$ cat config.mk
export PLATFORM = sky130hd
export DESIGN_NAME = mem_stage
export DESIGN_NICKNAME = d
export VERILOG_FILES = /design/src/rtl/mem_stage.sv
export SDC_FILE = /design/constraint.sdc
export NUM_CORES = 1
export LEC_CHECK = 0
export BUFFER_PORTS_ARGS = -buffer_cell sky130_fd_sc_hd__buf_2
export CORE_ASPECT_RATIO = 1.1
export CORE_MARGIN = 2
export CORE_UTILIZATION = 45
export DETAILED_ROUTE_END_ITERATION = 8
export HOLD_SLACK_MARGIN = 0.06
export PLACE_DENSITY = 0.81
export SYNTH_ARGS = -nofsm -noshare
export SYNTH_HDL_FRONTEND = slang
export SYNTH_SLANG_ARGS = --single-unit
$ cat constraint.sdc
create_clock -name clk -period 2.6 [get_ports clk]
set_input_delay 0.13 -clock clk [delete_from_list [all_inputs] [get_ports clk]]
set_output_delay 0.13 -clock clk [all_outputs]
set_load 0.02 [all_outputs]
$ cat src/rtl/mem_stage.sv
// Memory-access stage: registers the execute bus, waits for the load response, and aligns/extends load data.
// Optional LWL/LWR merge support is enabled by defining MS_LWLR_EN.
module mem_stage (
  input  logic         clk,
  input  logic         reset,
  input  logic         ws_allowin,
  output logic         ms_allowin,
  input  logic         es_to_ms_valid,
  input  logic [105:0] es_to_ms_bus,
  output logic         ms_to_ws_valid,
  output logic [69:0]  ms_to_ws_bus,
  input  logic         data_sram_data_ok,
  input  logic [31:0]  data_sram_rdata,
  output logic         ms_valid,
  output logic [4:0]   ms_rf_waddr,
  output logic [31:0]  ms_rf_wdata,
  output logic         ms_load_wait
);

  logic         ms_valid_q, ms_valid_d;
  logic [105:0] bus_q, bus_d;
  logic         buf_valid_q, buf_valid_d;
  logic [31:0]  buf_data_q, buf_data_d;

  logic [31:0] pc;
  logic        rf_we;
  logic [4:0]  rf_waddr;
  logic [31:0] alu_result;
  logic        is_load;
  logic [2:0]  ld_type;
  logic [1:0]  off;
  logic        ms_ready_go;
  logic [31:0] ld_data;
  logic [7:0]  ld_byte;
  logic [15:0] ld_half;
  logic [31:0] load_result;
  logic [31:0] rf_wdata;

  assign pc         = bus_q[105:74];
  assign rf_we      = bus_q[73];
  assign rf_waddr   = bus_q[72:68];
  assign alu_result = bus_q[67:36];
  assign is_load    = bus_q[3];
  assign ld_type    = bus_q[2:0];
  assign off        = alu_result[1:0];

`ifdef MS_LWLR_EN
  logic [31:0] rt_value;
  assign rt_value = bus_q[35:4];

  function automatic logic [31:0] lwl_merge(input logic [31:0] rd, input logic [31:0] rt,
                                            input logic [1:0] o);
    case (o)
      2'd0:    lwl_merge = {rd[7:0], rt[23:0]};
      2'd1:    lwl_merge = {rd[15:0], rt[15:0]};
      2'd2:    lwl_merge = {rd[23:0], rt[7:0]};
      default: lwl_merge = rd;
    endcase
  endfunction

  function automatic logic [31:0] lwr_merge(input logic [31:0] rd, input logic [31:0] rt,
                                            input logic [1:0] o);
    case (o)
      2'd0:    lwr_merge = rd;
      2'd1:    lwr_merge = {rt[31:24], rd[31:8]};
      2'd2:    lwr_merge = {rt[31:16], rd[31:16]};
      default: lwr_merge = {rt[31:8], rd[31:24]};
    endcase
  endfunction
`else
  logic [31:0] unused_rt_value;
  assign unused_rt_value = bus_q[35:4];
`endif

  // A buffered response wins; otherwise the live SRAM data is used in its data_ok cycle.
  assign ms_ready_go    = !is_load || data_sram_data_ok || buf_valid_q;
  assign ms_allowin     = !ms_valid_q || (ms_ready_go && ws_allowin);
  assign ms_to_ws_valid = ms_valid_q && ms_ready_go;
  assign ld_data        = buf_valid_q ? buf_data_q : data_sram_rdata;

  assign ms_valid     = ms_valid_q;
  assign ms_load_wait = ms_valid_q && is_load && !ms_ready_go;
  assign ms_rf_waddr  = rf_we ? rf_waddr : 5'd0;
  assign ms_rf_wdata  = rf_wdata;
  assign ms_to_ws_bus = {pc, rf_we, rf_waddr, rf_wdata};

  // Little-endian byte/half selection and load-type extension.
  always_comb begin
    ld_byte     = 8'd0;
    ld_half     = 16'd0;
    load_result = ld_data;
    case (off)
      2'd0:    ld_byte = ld_data[7:0];
      2'd1:    ld_byte = ld_data[15:8];
      2'd2:    ld_byte = ld_data[23:16];
      default: ld_byte = ld_data[31:24];
    endcase
    if (off[1]) begin
      ld_half = ld_data[31:16];
    end else begin
      ld_half = ld_data[15:0];
    end
    case (ld_type)
      3'b001:  load_result = {{24{ld_byte[7]}}, ld_byte};
      3'b010:  load_result = {24'd0, ld_byte};
      3'b011:  load_result = {{16{ld_half[15]}}, ld_half};
      3'b100:  load_result = {16'd0, ld_half};
`ifdef MS_LWLR_EN
      3'b101:  load_result = lwl_merge(ld_data, rt_value, off);
      3'b110:  load_result = lwr_merge(ld_data, rt_value, off);
`endif
      default: load_result = ld_data;
    endcase
    if (is_load) begin
      rf_wdata = load_result;
    end else begin
      rf_wdata = alu_result;
    end
  end

  // Next-state for the valid flag, bus register and response buffer (clear beats capture).
  always_comb begin
    ms_valid_d  = ms_valid_q;
    bus_d       = bus_q;
    buf_valid_d = buf_valid_q;
    buf_data_d  = buf_data_q;
    if (ms_allowin) begin
      ms_valid_d = es_to_ms_valid;
    end else begin
      ms_valid_d = ms_valid_q;
    end
    if (ms_allowin && es_to_ms_valid) begin
      bus_d = es_to_ms_bus;
    end else begin
      bus_d = bus_q;
    end
    if (ms_to_ws_valid && ws_allowin) begin
      buf_valid_d = 1'b0;
    end else if (ms_valid_q && is_load && data_sram_data_ok && !buf_valid_q && !ws_allowin) begin
      buf_valid_d = 1'b1;
      buf_data_d  = data_sram_rdata;
    end else begin
      buf_valid_d = buf_valid_q;
    end
  end

  // State registers with synchronous reset.
  always_ff @(posedge clk) begin
    if (reset) begin
      ms_valid_q  <= 1'b0;
      bus_q       <= 106'd0;
      buf_valid_q <= 1'b0;
      buf_data_q  <= 32'd0;
    end else begin
      ms_valid_q  <= ms_valid_d;
      bus_q       <= bus_d;
      buf_valid_q <= buf_valid_d;
      buf_data_q  <= buf_data_d;
    end
  end

endmodule
[Word level (Yosys, flattened, before mapping)]
Index checks and enable logic that the tools add are counted.
Word-level totals
  logic and storage cells: 37
  output and inout port bits: 111
  bits in registers: 140
  input port bits: 143
Operators by class
  bitwise gates (word level): 1
  eq/ne operators: 6
  multiplexer cells: 6
  reductions and logical operators: 20
Operators by type and width (count)
  32-bit one-hot mux with 4 select lines: 1
  32-bit two-way mux: 2
  8-bit one-hot mux with 3 select lines: 1
  16-bit two-way mux: 1
  1-bit logical AND: 9
  3-bit by 2-bit == test with 1-bit output, second input constant: 2
  1-bit logical NOT: 5
  5-bit two-way mux: 1
  3-bit by 1-bit == test with 1-bit output, second input constant: 1
  3-bit == test, second input constant: 1
  1-bit logical OR: 3
  2-bit by 1-bit == test with 1-bit output, second input constant: 1
  2-bit == test, second input constant: 1
  2-bit logical NOT: 1
  2-bit AND reduction: 1
  2-bit OR reduction: 1
  1-bit NOT: 1

[Longest topological paths before layout]
  word-level depth: 7
  mapped depth: 7
  gate-level depth less buffers: 5

[Least setup slack after synthesis]
No wires, ideal clock.
  path kind: register to output
  from: register bus_q[36]
  to: output port ms_to_ws_bus[20]
  arrival: 2014 ps
  slack: 456 ps
  path buffers: 3
  cell stages (with the launch flop): 8
  required time: 2470 ps
  cell sequence: dfxtp_1 -> buf_6 -> mux4_2 -> mux2_2 -> a21oi_4 -> buf_6 -> a31oi_1 -> buf_4
Between the ends
  word-level cells in the longest chain between the ends: 4
  elaborated cells on any way between the ends: 6
  classes of those cells: eq/ne: 2; mux: 3; reduce/logical: 1
RTL lines
  start, declared: line 21  | logic [105:0] bus_q, bus_d;
  start signal, assigned: line 156  | bus_q <= bus_d;
  2-bit == test, or another cell as far along: line 92  | case (off)
  8-bit one-hot mux with 3 select lines *: line 92
  32-bit one-hot mux with 4 select lines *: line 103  | case (ld_type)
  32-bit two-way mux *: line 114  | if (is_load) begin
  end, declared: line 11  | output logic [69:0] ms_to_ws_bus,
Every way passes the cells marked *; elsewhere a longest branch is shown, timed or not.

[Worst setup path in the final report]
  from: input port data_sram_rdata[15]
  to: output port ms_to_ws_bus[31]
Between the ends
  word-level cells in the longest chain between the ends: 4
  elaborated cells on any way between the ends: 5
  classes of those cells: mux: 5
RTL lines
  start, declared: line 13  | input logic [31:0] data_sram_rdata,
  32-bit two-way mux *: line 79  | assign ld_data = buf_valid_q ? buf_data_q : data_sram_rdata;
  8-bit one-hot mux with 3 select lines or 16-bit two-way mux (tied branches): line 92, 98
  32-bit one-hot mux with 4 select lines *: line 103
  32-bit two-way mux *: line 114
Marks and branches as above.

==> results_dict.tcl <==
set metrics [dict create \
    first_pass_iters 5 \
    dieWidth_um 114 \
    cp.arrival_ns 2.34 \
    p_switching_mw 1.27 \
    ys_warn_count 0 \
    antenna_found_initial 1 \
    internal_power_mw 2.80 \
    routed_wl_um 19300 \
    ys_seq_area_frac 0.363 \
    required_ns 2.47 \
    end_kind "output port" \
    final-setup-viol-count 0 \
    row_count 44 \
    yosys.cell_types.count 46 \
    critical_path.slowest_cell "dlygate4sd3_1" \
    slew_viol_final 0 \
    ant_nets 0 \
    syn-num-nets 904 \
    rsz0062_at_grt "no" \
    finalCritPeriodShare 0.951 \
    routed.top_layer "met4" \
    synth_area_mm2 0.00596 \
    p_per_area_mw_per_mm2 513 \
    place_congestion 0.906 \
    cts.sinks 108 \
    synth_common_cells "a21oi_1, dfxtp_1, nand2_1" \
    wl_met3_um 1290 \
    post-dp-hpwl_um 12500 \
    die_area_mm2 0.0142 \
    combPwrFrac 0.253 \
    areaGrowthSynthToFinish_pct 33.1 \
    max_slew_margin 0.496 \
    wl_met1_um 7600 \
    synth.avg_cell_area_um2 7.83 \
    worstPathCellList "dlygate4sd3_1, buf_2, mux4_2, mux2_2, a21oi_4, buf_4, a31oi_1, buf_2" \
    critPathLaunchType "primary input" \
    fin_setup_tns_ns 0 \
    drt_iter0_drc 539 \
    critPathTopFamily "buffers and inverters" \
    finalNetCount 1114 \
    grt_first_pass_wirelength_um 29900 \
    cts_tree "yes" \
    fin_total_pwr_mw 4.07 \
    cts_buffer_depth 2 \
    io_pins 254 \
    leakagePower_nw 3.31 \
    path_common_cell "buf_2" \
    io_buffers 221 \
    post-route-util 0.608 \
    period_needed_ns 2.47 \
    skew_ns 0.00550 \
    min-delay-path-class "in -> reg" \
    clk_pin_slew_ns 0.07 \
    clock.fmax_mhz 404 \
    grt_pass1_vias 5944 \
    critPathMaxStageDelay_ns 0.54 \
    power.share.clock 0.312 \
    path_class "in -> out" \
    drc 0 \
    grt.total_usage 0.264 \
    ys_seq_elements 108 \
    h-tree-depth 3 \
    die_h_um 125 \
    syn_inst 761 \
    start_util 0.457 \
    vias_per_cell 5.57 \
    overflow 0 \
    ir_drop_v 0.000386 \
    wl_per_cell_um 17.0 \
    synth_flop_cell "dfxtp_1" \
    synth.top_cell.area_share 0.363 \
    met2RoutedLength_um 9840 \
    path_buf_inv 4 \
    grt_max_degree 75 \
    cap_violations 0 \
    pwr-share-seq 0.435 \
    status "finished, final reports clean" \
    sw_frac_of_total 0.312 \
    layout-drive-gt1-share 0.298 \
    insertion_delay_ns 0.35 \
    yosys-top-cells-area "dfxtp_1, a21oi_1, buf_4" \
    async_reset_ff_frac 0 \
    synth_edf_count 0 \
    synth_area_leader_cell "dfxtp_1" \
    final_hold_viol_count 0 \
    cp_max_fo 6 \
    core_mm2 0.0130 \
    worstMarginPinSlew_ns 0.756 \
    clock-root-buffer "clkbuf_16" \
    cts-buffers-inserted 9 \
    vias 6342 \
]
## power groups by stage
| stage | sequential, mW | clock, mW | combinational (mW) |
|---|---|---|---|
| after CTS | 1.77 | 1.29 | 1.01 |
| after floorplan | 1.79 | 0 | 0.678 |
| after detailed placement | 1.81 | 0 | 0.888 |
| after global placement | 1.81 | 0 | 0.878 |
| final | 1.77 | 1.27 | 1.03 |
| after global routing | 1.78 | 1.36 | 1.10 |
## layer usage
| metal | vias up | track usage |
|---|---|---|
| li1 | 3037 | - |
| met1 | 2985 | 0.312 |
| met2 | 276 | 0.462 |
| met3 | 44 | 0.0506 |
| met4 | 0 | 0.116 |
| met5 | - | 0 |
## flip-flops by register name (all words and copies together), names as in the netlist
name and count:
bus_q 74, buf_data_q 32, buf_valid_q 1, ms_valid 1
## timing repair
item | CTS | global route
hold buffers | 101 | 0
pin swaps | 1 | 0
resized for setup | 0 | 2
hold endpoints to repair | 101 | 0
setup buffers | 2 | 0
gates cloned | 0 | 0
setup endpoints to repair | 4 | 14
## path summary, 6_finish.rpt
| kind | from | endpoint | slack [ns] | cells after the start |
|---|---|---|---|---|
| worst min register to register | buf_data_q[6] | buf_data_q[6] | 0.45 | 2 |
| worst max register to register | buf_valid_q | bus_q[96] | 0.55 | 6 |
| worst max-delay path | data_sram_rdata[15] | ms_to_ws_bus[31] | 0.13 | 8 |
| worst min-delay path | data_sram_rdata[31] | buf_data_q[31] | 0.07 | 3 |
## tightest hold or removal path: stages
cell and delay (ns):
buf_2 0.12, nand2_1 0.06, a21oi_1 0.06
## kinds of logic (layout without fill, tap and decap cells)
family | after synthesis | count (layout) | synth area share
AO/OA/AOI/OAI | 240 | 240 | 0.228
buffers and inverters | 146 | 361 | 0.140
flip-flops | 108 | 108 | 0.363
multiplexers | 37 | 37 | 0.0872
XOR/XNOR | 3 | 3 | 0.00441
AND/OR/NAND/NOR | 227 | 227 | 0.177
other | 0 | 1 | 0
## metrics by stage
step / instances / worst slack [ns] / hold slack (ns) / instance area [um^2]
5_1_grt: 1138 / 0.0221 / 0.0716 / 7930
4_1_cts: 1137 / 0.0663 / 0.0604 / 7920
6_report: 1138 / 0.126 / 0.0675 / 7930
3_5_place_dp: 1018 / 0.380 / 0.372 / 6620
3_3_place_gp: 1018 / 0.411 / 0.364 / 6620
2_1_floorplan: 761 / 0.456 / 0.226 / 5960
## cell usage in the layout, fill, tap and decap left out, types with 4 or more instances in the layout
cell type,n
buf_2,220
a21oi_1,108
dfxtp_1,106
dlygate4sd3_1,101
nand2_1,82
nand3_1,78
o21ai_0,74
nor2_1,30
a31oi_1,24
mux2_2,19
buf_4,15
nand2b_1,13
mux4_2,10
clkbuf_16,9
mux2i_1,8
o2111ai_1,6
o211ai_1,6
a32oi_1,6
or2_1,5
and2_1,5
nor2b_1,4
buf_12,4
## layout make-up
cell class	instances	area, um^2
Antenna cell	1	2.50
Inverter	5	18.8
Multi-Input combinational cell	507	2980
Timing Repair Buffer	340	2300
Tap cell	161	201
Sequential cell	108	2160
Clock buffer	12	236
Fill cell	1145	5120
Clock inverter	4	26.3
Power figures use the tool's default switching activity.
